===== config.mk =====
export PLATFORM = sky130hd
export DESIGN_NAME = line_fetch_scheduler
export DESIGN_NICKNAME = d
export VERILOG_FILES = /design/src/rtl/video_pkg.sv /design/src/rtl/sig_edge_det.sv /design/src/rtl/line_fetch_scheduler.sv
export SDC_FILE = /design/constraint.sdc
export NUM_CORES = 1
export LEC_CHECK = 0
export CAP_MARGIN = 10
export CORE_ASPECT_RATIO = 1.5
export CORE_MARGIN = 2
export CORE_UTILIZATION = 49
export CTS_BUF_LIST = sky130_fd_sc_hd__clkbuf_4 sky130_fd_sc_hd__clkbuf_8 sky130_fd_sc_hd__clkbuf_16
export DETAILED_ROUTE_END_ITERATION = 8
export PLACE_DENSITY_LB_ADDON = 0.2
export RECOVER_POWER = 50
export SETUP_SLACK_MARGIN = 0.4
export SLEW_MARGIN = 20
export SYNTH_ARGS = -nofsm -noshare
export SYNTH_HDL_FRONTEND = slang
export SYNTH_SLANG_ARGS = --single-unit

===== constraint.sdc =====
create_clock -name pixel_clock -period 2.1 [get_ports pixel_clock]
set_input_delay 0.42 -clock pixel_clock [delete_from_list [all_inputs] [get_ports pixel_clock]]
set_output_delay 0.42 -clock pixel_clock [all_outputs]
set_load 0.005 [all_outputs]

===== src/rtl/video_pkg.sv =====
// Shared video types and 1080p raster constants used by the fetch scheduler
// and the raster timing generator.
package video_pkg;

  // Fetch scheduler FSM states
  typedef enum logic [1:0] {
    IDLE = 2'd0,
    REQ  = 2'd1,
    WAIT = 2'd2
  } fetch_state_e;

  localparam int unsigned H_VISIBLE_1080P = 1920;
  localparam int unsigned V_VISIBLE_1080P = 1080;
  localparam int unsigned H_TOTAL_1080P   = 2200;
  localparam int unsigned V_TOTAL_1080P   = 1125;

  // Counter width able to hold values 0..n-1 (at least one bit)
  function automatic int unsigned cnt_w(input int unsigned n);
    return (n < 2) ? 1 : $clog2(n);
  endfunction

endpackage


===== src/rtl/sig_edge_det.sv =====
// Registers a level input once and produces one-cycle rise/fall pulses
// aligned with the cycle in which the registered level changes.
module sig_edge_det #(
  parameter logic RST_VAL = 1'b0
) (
  input  logic clk,
  input  logic rst_n,
  input  logic sig_i,
  output logic rise_o,
  output logic fall_o
);

  logic sig_q;
  logic rise_q;
  logic fall_q;

  // Capture level and compare new sample against the held one
  always_ff @(posedge clk or negedge rst_n) begin
    if (!rst_n) begin
      sig_q  <= RST_VAL;
      rise_q <= 1'b0;
      fall_q <= 1'b0;
    end else begin
      sig_q  <= sig_i;
      rise_q <= sig_i & ~sig_q;
      fall_q <= ~sig_i & sig_q;
    end
  end

  assign rise_o = rise_q;
  assign fall_o = fall_q;

endmodule


===== src/rtl/line_fetch_scheduler.sv =====
// Frame-buffer line fetch scheduler feeding a ping-pong line buffer.
// Optional build macro: LFS_UNDERRUN_CNT_EN enables the saturating
// underrun event counter; otherwise underrun_cnt is tied to zero.
module line_fetch_scheduler
  import video_pkg::*;
#(
  parameter int unsigned H_VISIBLE       = H_VISIBLE_1080P,
  parameter int unsigned V_VISIBLE       = V_VISIBLE_1080P,
  parameter int unsigned BURST_LEN       = 64,
  parameter int unsigned BYTES_PER_PIXEL = 4,
  parameter int unsigned ADDR_W          = 32
) (
  input  logic              pixel_clock,
  input  logic              rst_n,
  input  logic              enable,
  input  logic [ADDR_W-1:0] fb_base,
  input  logic              vsync,
  input  logic              de,
  output logic              rd_req,
  output logic [ADDR_W-1:0] rd_addr,
  output logic              rd_slot,
  input  logic              rd_ack,
  input  logic              rd_done,
  output logic              frame_start,
  output logic              underrun,
  output logic [15:0]       underrun_cnt,
  output logic              busy
);

  localparam int unsigned BURSTS_PER_LINE = H_VISIBLE / BURST_LEN;
  localparam int unsigned BURST_W         = cnt_w(BURSTS_PER_LINE);
  localparam int unsigned LINE_W          = $clog2(V_VISIBLE + 1);
  localparam logic [ADDR_W-1:0]  BURST_BYTES = ADDR_W'(BURST_LEN * BYTES_PER_PIXEL);
  localparam logic [BURST_W-1:0] LAST_BURST  = BURST_W'(BURSTS_PER_LINE - 1);
  localparam logic [LINE_W-1:0]  LINES       = LINE_W'(V_VISIBLE);

  fetch_state_e      state_q;
  logic              rd_req_q;
  logic [ADDR_W-1:0] rd_addr_q;
  logic              rd_slot_q;
  logic [ADDR_W-1:0] addr_q;
  logic [ADDR_W-1:0] base_q;
  logic [BURST_W-1:0] burst_cnt_q;
  logic [LINE_W-1:0] line_cnt_q;
  logic [1:0]        slots_ready_q;
  logic [1:0]        slots_free_q;
  logic              restart_pend_q;
  logic              frame_start_q;
  logic              underrun_q;
  logic              busy_q;

  logic vsync_fall;
  logic vsync_rise_unused;
  logic de_rise;
  logic de_fall;

  logic restart_c;
  logic start_c;
  logic line_done_c;
  logic underrun_evt_c;

  sig_edge_det #(.RST_VAL(1'b1)) u_vsync_edge (
    .clk    (pixel_clock),
    .rst_n  (rst_n),
    .sig_i  (vsync),
    .rise_o (vsync_rise_unused),
    .fall_o (vsync_fall)
  );

  sig_edge_det #(.RST_VAL(1'b0)) u_de_edge (
    .clk    (pixel_clock),
    .rst_n  (rst_n),
    .sig_i  (de),
    .rise_o (de_rise),
    .fall_o (de_fall)
  );

  // Per-cycle decisions shared by the FSM and the slot/flag bookkeeping
  always_comb begin
    restart_c      = (state_q == IDLE) && restart_pend_q;
    start_c        = (state_q == IDLE) && enable && !restart_pend_q &&
                     (line_cnt_q < LINES) && (slots_free_q != 2'd0);
    line_done_c    = (state_q == WAIT) && rd_done && !restart_pend_q &&
                     (burst_cnt_q == LAST_BURST);
    underrun_evt_c = de_rise && enable && (slots_ready_q == 2'd0);
  end

  // Burst request FSM with address/line/slot tracking; line_cnt resets to
  // "frame complete" so nothing is fetched before the first frame start
  always_ff @(posedge pixel_clock or negedge rst_n) begin
    if (!rst_n) begin
      state_q     <= IDLE;
      rd_req_q    <= 1'b0;
      rd_addr_q   <= '0;
      rd_slot_q   <= 1'b0;
      addr_q      <= '0;
      burst_cnt_q <= '0;
      line_cnt_q  <= LINES;
      busy_q      <= 1'b0;
    end else begin
      case (state_q)
        IDLE: begin
          if (restart_c) begin
            line_cnt_q  <= '0;
            burst_cnt_q <= '0;
            addr_q      <= base_q;
            rd_slot_q   <= 1'b0;
          end else if (start_c) begin
            state_q   <= REQ;
            rd_req_q  <= 1'b1;
            rd_addr_q <= addr_q;
            busy_q    <= 1'b1;
          end
        end
        REQ: begin
          if (rd_ack) begin
            state_q  <= WAIT;
            rd_req_q <= 1'b0;
          end
        end
        WAIT: begin
          if (rd_done) begin
            addr_q <= addr_q + BURST_BYTES;
            if (restart_pend_q) begin
              state_q <= IDLE;
              busy_q  <= 1'b0;
            end else if (burst_cnt_q == LAST_BURST) begin
              burst_cnt_q <= '0;
              line_cnt_q  <= line_cnt_q + LINE_W'(1);
              rd_slot_q   <= ~rd_slot_q;
              state_q     <= IDLE;
              busy_q      <= 1'b0;
            end else begin
              burst_cnt_q <= burst_cnt_q + BURST_W'(1);
              if (enable) begin
                state_q   <= REQ;
                rd_req_q  <= 1'b1;
                rd_addr_q <= addr_q + BURST_BYTES;
              end else begin
                state_q <= IDLE;
                busy_q  <= 1'b0;
              end
            end
          end
        end
        default: begin
          state_q  <= IDLE;
          rd_req_q <= 1'b0;
          busy_q   <= 1'b0;
        end
      endcase
    end
  end

  // Ping-pong slot occupancy; simultaneous fill and drain cancel out
  always_ff @(posedge pixel_clock or negedge rst_n) begin
    if (!rst_n) begin
      slots_ready_q <= 2'd0;
      slots_free_q  <= 2'd2;
    end else if (restart_c) begin
      slots_ready_q <= 2'd0;
      slots_free_q  <= 2'd2;
    end else if (line_done_c && !de_fall) begin
      slots_ready_q <= slots_ready_q + 2'd1;
      slots_free_q  <= slots_free_q - 2'd1;
    end else if (!line_done_c && de_fall) begin
      if (slots_ready_q != 2'd0) slots_ready_q <= slots_ready_q - 2'd1;
      if (slots_free_q != 2'd2)  slots_free_q  <= slots_free_q + 2'd1;
    end
  end

  // Frame start pulse, base capture, pending restart and sticky underrun
  always_ff @(posedge pixel_clock or negedge rst_n) begin
    if (!rst_n) begin
      frame_start_q  <= 1'b0;
      base_q         <= '0;
      restart_pend_q <= 1'b0;
      underrun_q     <= 1'b0;
    end else begin
      frame_start_q <= vsync_fall;
      if (vsync_fall) begin
        base_q         <= fb_base;
        restart_pend_q <= 1'b1;
      end else if (restart_c) begin
        restart_pend_q <= 1'b0;
      end
      if (underrun_evt_c)  underrun_q <= 1'b1;
      else if (restart_c)  underrun_q <= 1'b0;
    end
  end

`ifdef LFS_UNDERRUN_CNT_EN
  logic [15:0] underrun_cnt_q;

  // Saturating underrun event counter, cleared only by reset
  always_ff @(posedge pixel_clock or negedge rst_n) begin
    if (!rst_n) begin
      underrun_cnt_q <= 16'd0;
    end else if (underrun_evt_c && (underrun_cnt_q != 16'hFFFF)) begin
      underrun_cnt_q <= underrun_cnt_q + 16'd1;
    end
  end

  assign underrun_cnt = underrun_cnt_q;
`else
  assign underrun_cnt = 16'd0;
`endif

  assign rd_req      = rd_req_q;
  assign rd_addr     = rd_addr_q;
  assign rd_slot     = rd_slot_q;
  assign frame_start = frame_start_q;
  assign underrun    = underrun_q;
  assign busy        = busy_q;

endmodule

After elaboration in Yosys (flattened, before gate mapping). Index checks and enable logic that the tools add are counted.

Flip-flop bits (word level): 129. Input bits: 39. Output and inout bits: 53. Logic and storage cells: 139.

Add/sub/neg operators: 7. $lt $le $gt $ge: 1. Equal/unequal tests: 14. Mux-type cells: 56. Bitwise gates (word level): 8. Reductions and logical operators: 34.

Operators by type and width (count): two-way mux 32 bit (8); case mux 32 bit (2 select lines) (2); two-way mux 11 bit (4); adder 32 x 9 -> 32 bit, second input constant (1); two-way mux 2 bit (12); case mux 11 bit (2 select lines) (1); two-way mux 1 bit (20); two-way mux 5 bit (4); != test 2 bit, second input constant (9); AND reduction 7 bit (2); logical AND 1 bit (12); adder 11 x 1 -> 11 bit, second input constant (1); < comparator 11 bit, second input constant (1); case mux 5 bit (2 select lines) (1); AND reduction 5 bit (2); nonzero test 2 bit (5); nonzero test 3 bit (3); AND reduction 4 bit (2); case mux 1 bit (3 select lines) (2); case mux 2 bit (3 select lines) (1); adder 5 x 1 -> 5 bit, second input constant (1); equality test 5 bit, second input constant (1); NOT 1 bit (5); adder 2 x 1 -> 2 bit, second input constant (2); other kinds (11) (18).

Depth between registers and ports, before layout. Gate-level depths: netlist of the first run.

Depth after elaboration: 9. Gate-level depth with buffers: 8. Gate-level depth less buffers: 7.

Cells and area by module. Synthesis of the first run repeated with hierarchy kept, for this count alone.

Cells, all modules: 605. Area, all modules: 6354.8 µm².

Modules (own cells, without submodules): line_fetch_scheduler (times used 1, cells each 595, area an instance 6173.4 µm², sequential area each 3109.2 µm²); sig_edge_det at u_vsync_edge (times used 1, cells each 5, area an instance 91.3 µm², sequential area each 76.3 µm²); sig_edge_det at u_de_edge (times used 1, cells each 5, area an instance 90.1 µm², sequential area each 75.1 µm²).

Worst setup path after synthesis of the first run. OpenSTA, ideal clock, no wires.

Path type: reg-to-reg. Start point: reg line_cnt_q[7]. End point: reg rd_addr_q[10] (netlist: rd_addr[10]). Setup time: 0.125 ns. Arrival time: 2.072 ns. Setup slack: -0.097 ns. Stages on the path, launching flop included: 7. Path buffers: 1. Period minus slack after synthesis: 2.197 ns. Path through: dfrtp_1 > or4_1 > o21ai_1 > o211ai_2 > a211oi_4 > buf_6 > mux2_2.

Word-level cells in the longest chain between the ends: 5.

Ends and longest elaborated chain: start, declared (line line_fetch_scheduler.sv:44) `logic [LINE_W-1:0] line_cnt_q;`; start signal, assigned (line line_fetch_scheduler.sv:129) `line_cnt_q <= line_cnt_q + LINE_W'(1);`; < comparator 11 bit (line line_fetch_scheduler.sv:82) `(line_cnt_q < LINES) && (slots_free_q != 2'd0);`; logical AND 1 bit (line line_fetch_scheduler.sv:81) `start_c = (state_q == IDLE) && enable && !restart_pend_q &&`; logical AND 1 bit (line line_fetch_scheduler.sv:82); != test 2 bit (no line); AND reduction 7 bit (no line); end signal, assigned (line line_fetch_scheduler.sv:111) `rd_addr_q <= addr_q;`; end signal, assigned (line line_fetch_scheduler.sv:138) `rd_addr_q <= addr_q + BURST_BYTES;`; end, declared (line line_fetch_scheduler.sv:39) `logic [ADDR_W-1:0] rd_addr_q;`.

No other way between the ends. A chain may end at the register's enable or synchronous reset.

Final worst setup path of the first run.
Start point: reg line_cnt_q[7]. End point: reg rd_addr_q[6] (netlist: rd_addr[6]).

Same word-level chain as after synthesis.

==> impl_metrics.env, run 1 <==
export IMPL_drive_gt1_frac=0.379
export IMPL_synth_compound_area_frac=0.119
export IMPL_ios=92
export IMPL_drt_initial_drc_count=340
export IMPL_p_leak_nw=4.06
export IMPL_root_buffer="clkbuf_16"
export IMPL_crit_chain="or4_4 -> o21ai_4 -> o211ai_4 -> a211oi_4 -> buf_6 -> clkbuf_16 -> mux2_2"
export IMPL_rsz0062_at_grt="yes"
export IMPL_routed_wl_microns=18300
export IMPL_critPathRequiredTime_ns=2.42
export IMPL_path_delay_family="simple AND/OR/NAND/NOR gates"
export IMPL_drv_cap=0
export IMPL_powerDensity_nw_per_um2=1420
export IMPL_slew_violations=0
export IMPL_crit_slowest_cell="or4_4"
export IMPL_clk_latency_ns=0.43
export IMPL_ys_ff_latch=129
export IMPL_placed_area_sq_um=7480
export IMPL_clock_path_buffers=2
export IMPL_dp_slack_ns=-0.316
export IMPL_grt_pass1_vias=5330
export IMPL_grt_pass1_wl_microns=25500
export IMPL_cts_sinks=129
export IMPL_rows=50
export IMPL_worst_pin_slew_ns=0.846
export IMPL_synth_fa_ha_area_frac=0.00803
export IMPL_placement_io_buffers=75
export IMPL_routedWlPerCell_microns=19.9
export IMPL_core_area_sq_um=12400
export IMPL_fin_cells=918
export IMPL_clock_skew_ns=0.00770
export IMPL_synth_ff_type="dfrtp_1"
export IMPL_fin_crit_sh=1.07
export IMPL_ant_nets=0
export IMPL_place_inst=846
export IMPL_period_needed_ns=2.24
export IMPL_setup_violations=32
export IMPL_synth_xor_area_frac=0.0422
export IMPL_overflow=0
export IMPL_synthMuxAreaShare=0.115
export IMPL_ys_types=58
export IMPL_cts_clk_slew_worst_paths_ns=0.06
export IMPL_grt_usage=0.241
export IMPL_cp_start_kind="flop"
export IMPL_violations="setup timing"
export IMPL_finalWeightedCongestion=0.886
export IMPL_peakVddDrop_mv=0.840
export IMPL_dr_total_vias=5393
export IMPL_synth_edf_count=0
export IMPL_synth_top_family_by_area="simple AND/OR/NAND/NOR gates"
export IMPL_hold_path_class="reg -> reg"
export IMPL_end_kind="flop"
export IMPL_crit_buf_inv=2
export IMPL_synth_area_per_cell_sq_um=10.5
export IMPL_cts_htree_levels=4
export IMPL_grt_max_degree=43
export IMPL_setup_ws_ns=-0.144
export IMPL_remaining_drc_errors=0
export IMPL_netlist_area_sq_um=6230
export IMPL_hold_viol=0
export IMPL_worstSetupPathType="reg -> reg"
export IMPL_die_h_microns=142
export IMPL_fin_nets=792
export IMPL_ys_warn_count=0
export IMPL_final_cell_area_sq_um=9130
export IMPL_worstPathMaxFanout=8
export IMPL_hpwl_microns=10400
export IMPL_area_growth_pct=46.4
export IMPL_antenna_found_initial=0
export IMPL_cts_buffers=17
export IMPL_p_total_mw=13.0
export IMPL_diodes=0
export IMPL_die_area_sq_um=13700
export IMPL_synthCells=593
export IMPL_arrival_ns=2.56
export IMPL_synth_simple_area_share=0.148
export IMPL_die_w_microns=96.1
export IMPL_outcome="finished, violations left"
export IMPL_ys_seq_area_frac=0.519
export IMPL_viasPerCell=5.87
export IMPL_slew_headroom=0.436
export IMPL_async_reset_ff_frac=1.00
export IMPL_max_freq_ghz=0.446
export IMPL_cpPeakStageDelay_ns=0.55
export IMPL_cts_tree="done"
export IMPL_drtPass1Iterations=5
export IMPL_initial_core_util=0.501
## path summary, 6_finish.rpt
path,endpoint,slack (ns),depth (start not counted),startpoint
worst max-delay path,rd_addr[6]$_DFFE_PN0P_,-0.14,7,line_cnt_q[7]$_DFFE_PN0P_
worst min-delay path,u_de_edge.rise_o$_DFF_PN0_,0.43,1,u_de_edge.sig_q$_DFF_PN0_
worst max register to register,rd_addr[6]$_DFFE_PN0P_,-0.14,7,line_cnt_q[7]$_DFFE_PN0P_
worst min register to register,u_de_edge.rise_o$_DFF_PN0_,0.43,1,u_de_edge.sig_q$_DFF_PN0_
max in group asynchronous,addr_q[24]$_DFFE_PN0P_,0.31,3,rst_n
min in group asynchronous,base_q[23]$_DFFE_PN0P_,0.63,2,rst_n
## repair_timing
item,CTS,global route
hold buffers,1,0
buffers inserted,11,26
pin swaps,7,37
setup endpoints to repair,101,98
cloned,1,1
endpoints found under the hold margin,26,0
resized for setup,67,143
## through the flow
step / hold slack [ns] / utilization / setup TNS [ns]
6_report: 0.432 / 0.733 / -3.73
3_5_place_dp: 0.402 / 0.601 / -9.62
5_1_grt: 0.453 / 0.733 / -5.13
3_3_place_gp: 0.395 / 0.601 / -7.77
2_1_floorplan: 0.124 / - / -1.50
4_1_cts: 0.437 / 0.668 / -3.26
## routing by layer
metal / wire [microns] / track usage / up-vias / part of all wire
met1: 6530 / 0.282 / 2698 / 0.36
met4: 644 / 0.101 / 0 / 0.035
met2: 10100 / 0.428 / 242 / 0.55
li1: - / - / 2389 / -
met3: 977 / 0.0424 / 64 / 0.053
met5: 0 / 0 / - / 0
## area by class of cell
type	instances	area [sq um]
Multi-Input combinational cell	422	3440
Fill cell	825	3320
Clock inverter	15	171
Sequential cell	129	3240
Tap cell	156	195
Inverter	6	22.5
Timing Repair Buffer	173	1630
Clock buffer	17	425
## power by group
group	leakage [nW]	internal [mW]	switching [mW]
sequential	1.54	3.31	0.725
combinational	2.23	3.08	2.84
clock	0.286	1.78	1.22
total	4.06	8.17	4.79
## state kept, by name, indices dropped and copies added, names as in the netlist
signal and count:
u_vsync_edge.sig_q 1, u_de_edge.fall_o 1, rd_req 1, slots_free_q 2, busy 1, frame_start 1
rd_addr 32, u_de_edge.rise_o 1, burst_cnt_q 5, state_q 2, underrun 1, rd_slot 1
addr_q 32, u_de_edge.sig_q 1, slots_ready_q 2, u_vsync_edge.fall_o 1, base_q 32, line_cnt_q 11
restart_pend_q 1
## Yosys cell counts, types with 7 or more instances
cell type / n / share of area
a21oi_1: 31 / 0.025
buf_4: 16 / 0.019
clkbuf_1: 27 / 0.016
dfrtp_1: 123 / 0.49
mux2_2: 61 / 0.11
nand2_1: 72 / 0.043
nand3_1: 16 / 0.013
nand4_1: 12 / 0.012
nor2_1: 37 / 0.022
nor3_1: 14 / 0.011
o21ai_0: 31 / 0.025
o22ai_1: 10 / 0.010
or3_1: 7 / 0.0070
xnor2_1: 14 / 0.020
xor2_1: 16 / 0.022
## cells by family (layout without fill, tap and decap cells)
logic type,after synthesis,after routing
adder cells (fa/ha/maj),4,4
AND/OR/NAND/NOR,193,193
AO/OA/AOI/OAI,115,115
multiplexers,64,64
flip-flops,129,129
other,1,16
XOR/XNOR,30,30
buffers and inverters,57,211
## cells in the final DEF (no fill, tap or decap), types with 7 or more instances in the layout
cell / netlist / routed
o21ai_0: 31 / 23
nand2_1: 72 / 63
nor3_1: 14 / 7
a21oi_1: 31 / 20
clkdlybuf4s50_1: 0 / 35
dfrtp_1: 123 / 120
nor2_1: 37 / 30
clkbuf_16: 0 / 18
mux2_4: 0 / 23
nand4_1: 12 / 12
conb_1: 1 / 16
xnor2_1: 14 / 14
xor2_1: 16 / 14
nand3_1: 16 / 13
dlygate4sd2_1: 0 / 26
buf_4: 16 / 65
a21oi_2: 0 / 9
buf_6: 3 / 21
mux2_2: 61 / 38
dlymetal6s2s_1: 0 / 11
(Power assumes the default switching activity.)
==> run 2: changes to the inputs <==
--- a/config.mk
+++ b/config.mk
@@ -11,10 +11,10 @@
 export CORE_UTILIZATION = 49
 export CTS_BUF_LIST = sky130_fd_sc_hd__clkbuf_4 sky130_fd_sc_hd__clkbuf_8 sky130_fd_sc_hd__clkbuf_16
 export DETAILED_ROUTE_END_ITERATION = 8
+export GPL_TIMING_DRIVEN = 0
 export PLACE_DENSITY_LB_ADDON = 0.2
 export RECOVER_POWER = 50
 export SETUP_SLACK_MARGIN = 0.4
-export SLEW_MARGIN = 20
 export SYNTH_ARGS = -nofsm -noshare
 export SYNTH_HDL_FRONTEND = slang
 export SYNTH_SLANG_ARGS = --single-unit
==> constraint.sdc (replaced) <==
create_clock -name pixel_clock -period 2.1 [get_ports pixel_clock]
set_input_delay 0.21 -clock pixel_clock [delete_from_list [all_inputs] [get_ports pixel_clock]]
set_output_delay 0.21 -clock pixel_clock [all_outputs]
set_load 0.005 [all_outputs]
==> run 2 against run 1 <==
  * The flow finishes with violations (capacitance limit, slew limit, setup timing)
  * Flip-flop and latch count is the same
  * Routed wire length shrank 5.7%
  * Largest power group unchanged
  * Critical path depth stayed put
  * Utilization decreased by 1.4 points
  * Combinational power fell by 3%
  * Final area down 1.9%
  * Sequential power decreased by 2%
  * Total power down 3.1%
  * Maximum frequency about the same
==> impl_metrics.env, run 2 (synthesis gave the netlist of run 1 again) <==
export IMPL_outcome="finished, violations left"
export IMPL_violations="capacitance limit, slew limit, setup timing"
export IMPL_met3_usage=0.0614
export IMPL_diodes=0
export IMPL_crit_slowest_cell="or4_4"
export IMPL_rows=50
export IMPL_setup_violations=31
export IMPL_ios=92
export IMPL_grt_busiest_layer="met2"
export IMPL_worstSetupPathType="reg -> reg"
export IMPL_clock_skew_ns=0.00847
export IMPL_viasPerCell=5.78
export IMPL_grt_pass1_wl_microns=26700
export IMPL_overflow=0
export IMPL_remaining_drc_errors=0
export IMPL_drive_gt1_frac=0.365
export IMPL_routed_wl_microns=17200
export IMPL_cts_buffers=17
export IMPL_layout_common_cells="dfrtp_1 (120), clkdlybuf4s50_1 (72), nand2_1 (63)"
export IMPL_slew_violations=71
export IMPL_ff2ff_path_depth=7
export IMPL_p_leak_nw=3.81
export IMPL_max_freq_ghz=0.446
export IMPL_drt_initial_drc_count=341
export IMPL_grt_pass1_vias=5371
export IMPL_n_fill_cell=881
export IMPL_routedWlPerCell_microns=18.8
export IMPL_setup_ws_ns=-0.144
export IMPL_end_kind="flop"
export IMPL_cts_htree_levels=4
export IMPL_holdPathStages=1
export IMPL_initial_core_util=0.501
export IMPL_rsz0062_at_grt="yes"
export IMPL_arrival_ns=2.55
export IMPL_area_growth_pct=43.6
export IMPL_clock_path_buffers=2
export IMPL_peakVddDrop_mv=0.794
export IMPL_p_total_mw=12.6
export IMPL_die_h_microns=142
export IMPL_clk_latency_ns=0.42
export IMPL_period_needed_ns=2.24
export IMPL_worstPathMaxFanout=10
export IMPL_antenna_found_initial=0
export IMPL_use_met1=0.294
export IMPL_cpPeakStageDelay_ns=0.53
export IMPL_critPathRequiredTime_ns=2.41
export IMPL_root_buffer="clkbuf_16"
export IMPL_placed_area_sq_um=7340
export IMPL_cp_start_kind="flop"
export IMPL_core_area_sq_um=12400
export IMPL_die_area_sq_um=13700
export IMPL_finalWeightedCongestion=0.894
export IMPL_grt_max_degree=72
export IMPL_crit_chain="or4_4 -> o21ai_2 -> o211ai_2 -> a211oi_4 -> buf_6 -> buf_12 -> mux2_2"
export IMPL_drv_cap=1
export IMPL_placement_io_buffers=75
export IMPL_dr_total_vias=5298
export IMPL_ant_nets=0
export IMPL_drtPass1Iterations=4
export IMPL_powerDensity_nw_per_um2=1400
export IMPL_cts_sinks=129
export IMPL_hpwl_microns=10500
export IMPL_hold_viol=0
export IMPL_cts_clk_slew_worst_paths_ns=0.06
export IMPL_fin_nets=791
export IMPL_cts_tree="done"
export IMPL_fin_crit_sh=1.07
export IMPL_slew_headroom=-0.184
export IMPL_final_common_cell="dfrtp_1"
export IMPL_grt_usage=0.254
export IMPL_final_cell_area_sq_um=8950
export IMPL_hold_path_class="in -> reg"
export IMPL_met2_usage=0.439
export IMPL_die_w_microns=96.1
export IMPL_worst_pin_slew_ns=1.78
run 2: changes by cell type in the layout (fill, tap and decap cells not counted), sizes merged:
cell	before	now
inv	14	13
dlymetal6s2s	11	0
clkinvlp	3	5
buf	92	74
clkdlybuf4s50	35	72
bufinv	2	1
dlygate4sd2	26	0
clkbuf	23	40
run 2: cell type report:
| class | count | area [sq um] | share of cell area |
|---|---|---|---|
| clock inverter | 15 | 146 | 0.0164 |
| timing repair buffer | 121 | 1190 | 0.133 |
| multi-input combinational | 422 | 3330 | 0.371 |
| buffer | 51 | 405 | 0.0453 |
| clock buffer | 17 | 425 | 0.0475 |
| sequential | 129 | 3240 | 0.362 |
| inverter | 6 | 22.5 | 0.00252 |
| tap | 156 | 195 | 0.0218 |
run 2: timing repair:
item / CTS / global route
endpoints found under the setup margin: 106 / 79
pin swaps: 58 / 34
buffers inserted: 37 / 6
gates resized for setup: 135 / 67
hold buffers: 1 / 0
gates cloned: 1 / 0
endpoints found under the hold margin: 65 / 0
run 2: routing by layer:
metal	share of wire	vias to the layer above
met2	0.53	212
met5	0	-
li1	-	2397
met1	0.38	2646
met4	0.027	0
met3	0.058	43
run 2: critical path, delay by kind of cell, from the launching register on:
kind,cells,cell delay (ns)
AOI/OAI and AO/OA,3,0.55
muxes,1,0.34
and+or+nand+nor,1,0.53
buffers and inverters,2,0.33
DFF,1,0.38
run 2: path summary, 6_finish.rpt:
kind / end / slack [ns] / start
hold / removal: u_vsync_edge.sig_q$_DFF_PN1_ / 0.35 / vsync
setup / recovery: rd_addr[5]$_DFFE_PN0P_ / -0.14 / line_cnt_q[7]$_DFFE_PN0P_
setup reg to reg: rd_addr[5]$_DFFE_PN0P_ / -0.14 / line_cnt_q[7]$_DFFE_PN0P_
hold reg to reg: frame_start$_DFF_PN0_ / 0.38 / u_vsync_edge.fall_o$_DFF_PN0_
max in group asynchronous: u_vsync_edge.sig_q$_DFF_PN1_ / 0.22 / rst_n
min in group asynchronous: base_q[23]$_DFFE_PN0P_ / 0.80 / rst_n
run 2: power breakdown:
group | total [mW] | switching [mW] | internal, mW | leakage [nW]
Clock | 2.86 | 1.21 | 1.65 | 0.264
Sequential | 3.96 | 0.650 | 3.31 | 1.54
Combinational | 5.74 | 2.75 | 2.99 | 2.00
Total | 12.6 | 4.61 | 7.95 | 3.81
run 2: stage by stage:
step	util	setup TNS, ns	std cells	hold slack [ns]	setup WS, ns
2_1_floorplan	-	-1.50	608	-0.0856	-0.0530
3_3_place_gp	0.587	-540.05	839	0.360	-4.19
3_5_place_dp	0.589	-12.26	840	0.262	-0.359
4_1_cts	0.697	-5.08	911	0.211	-0.184
5_1_grt	0.719	-17.66	917	0.360	-0.200
6_report	0.719	-3.33	917	0.355	-0.144
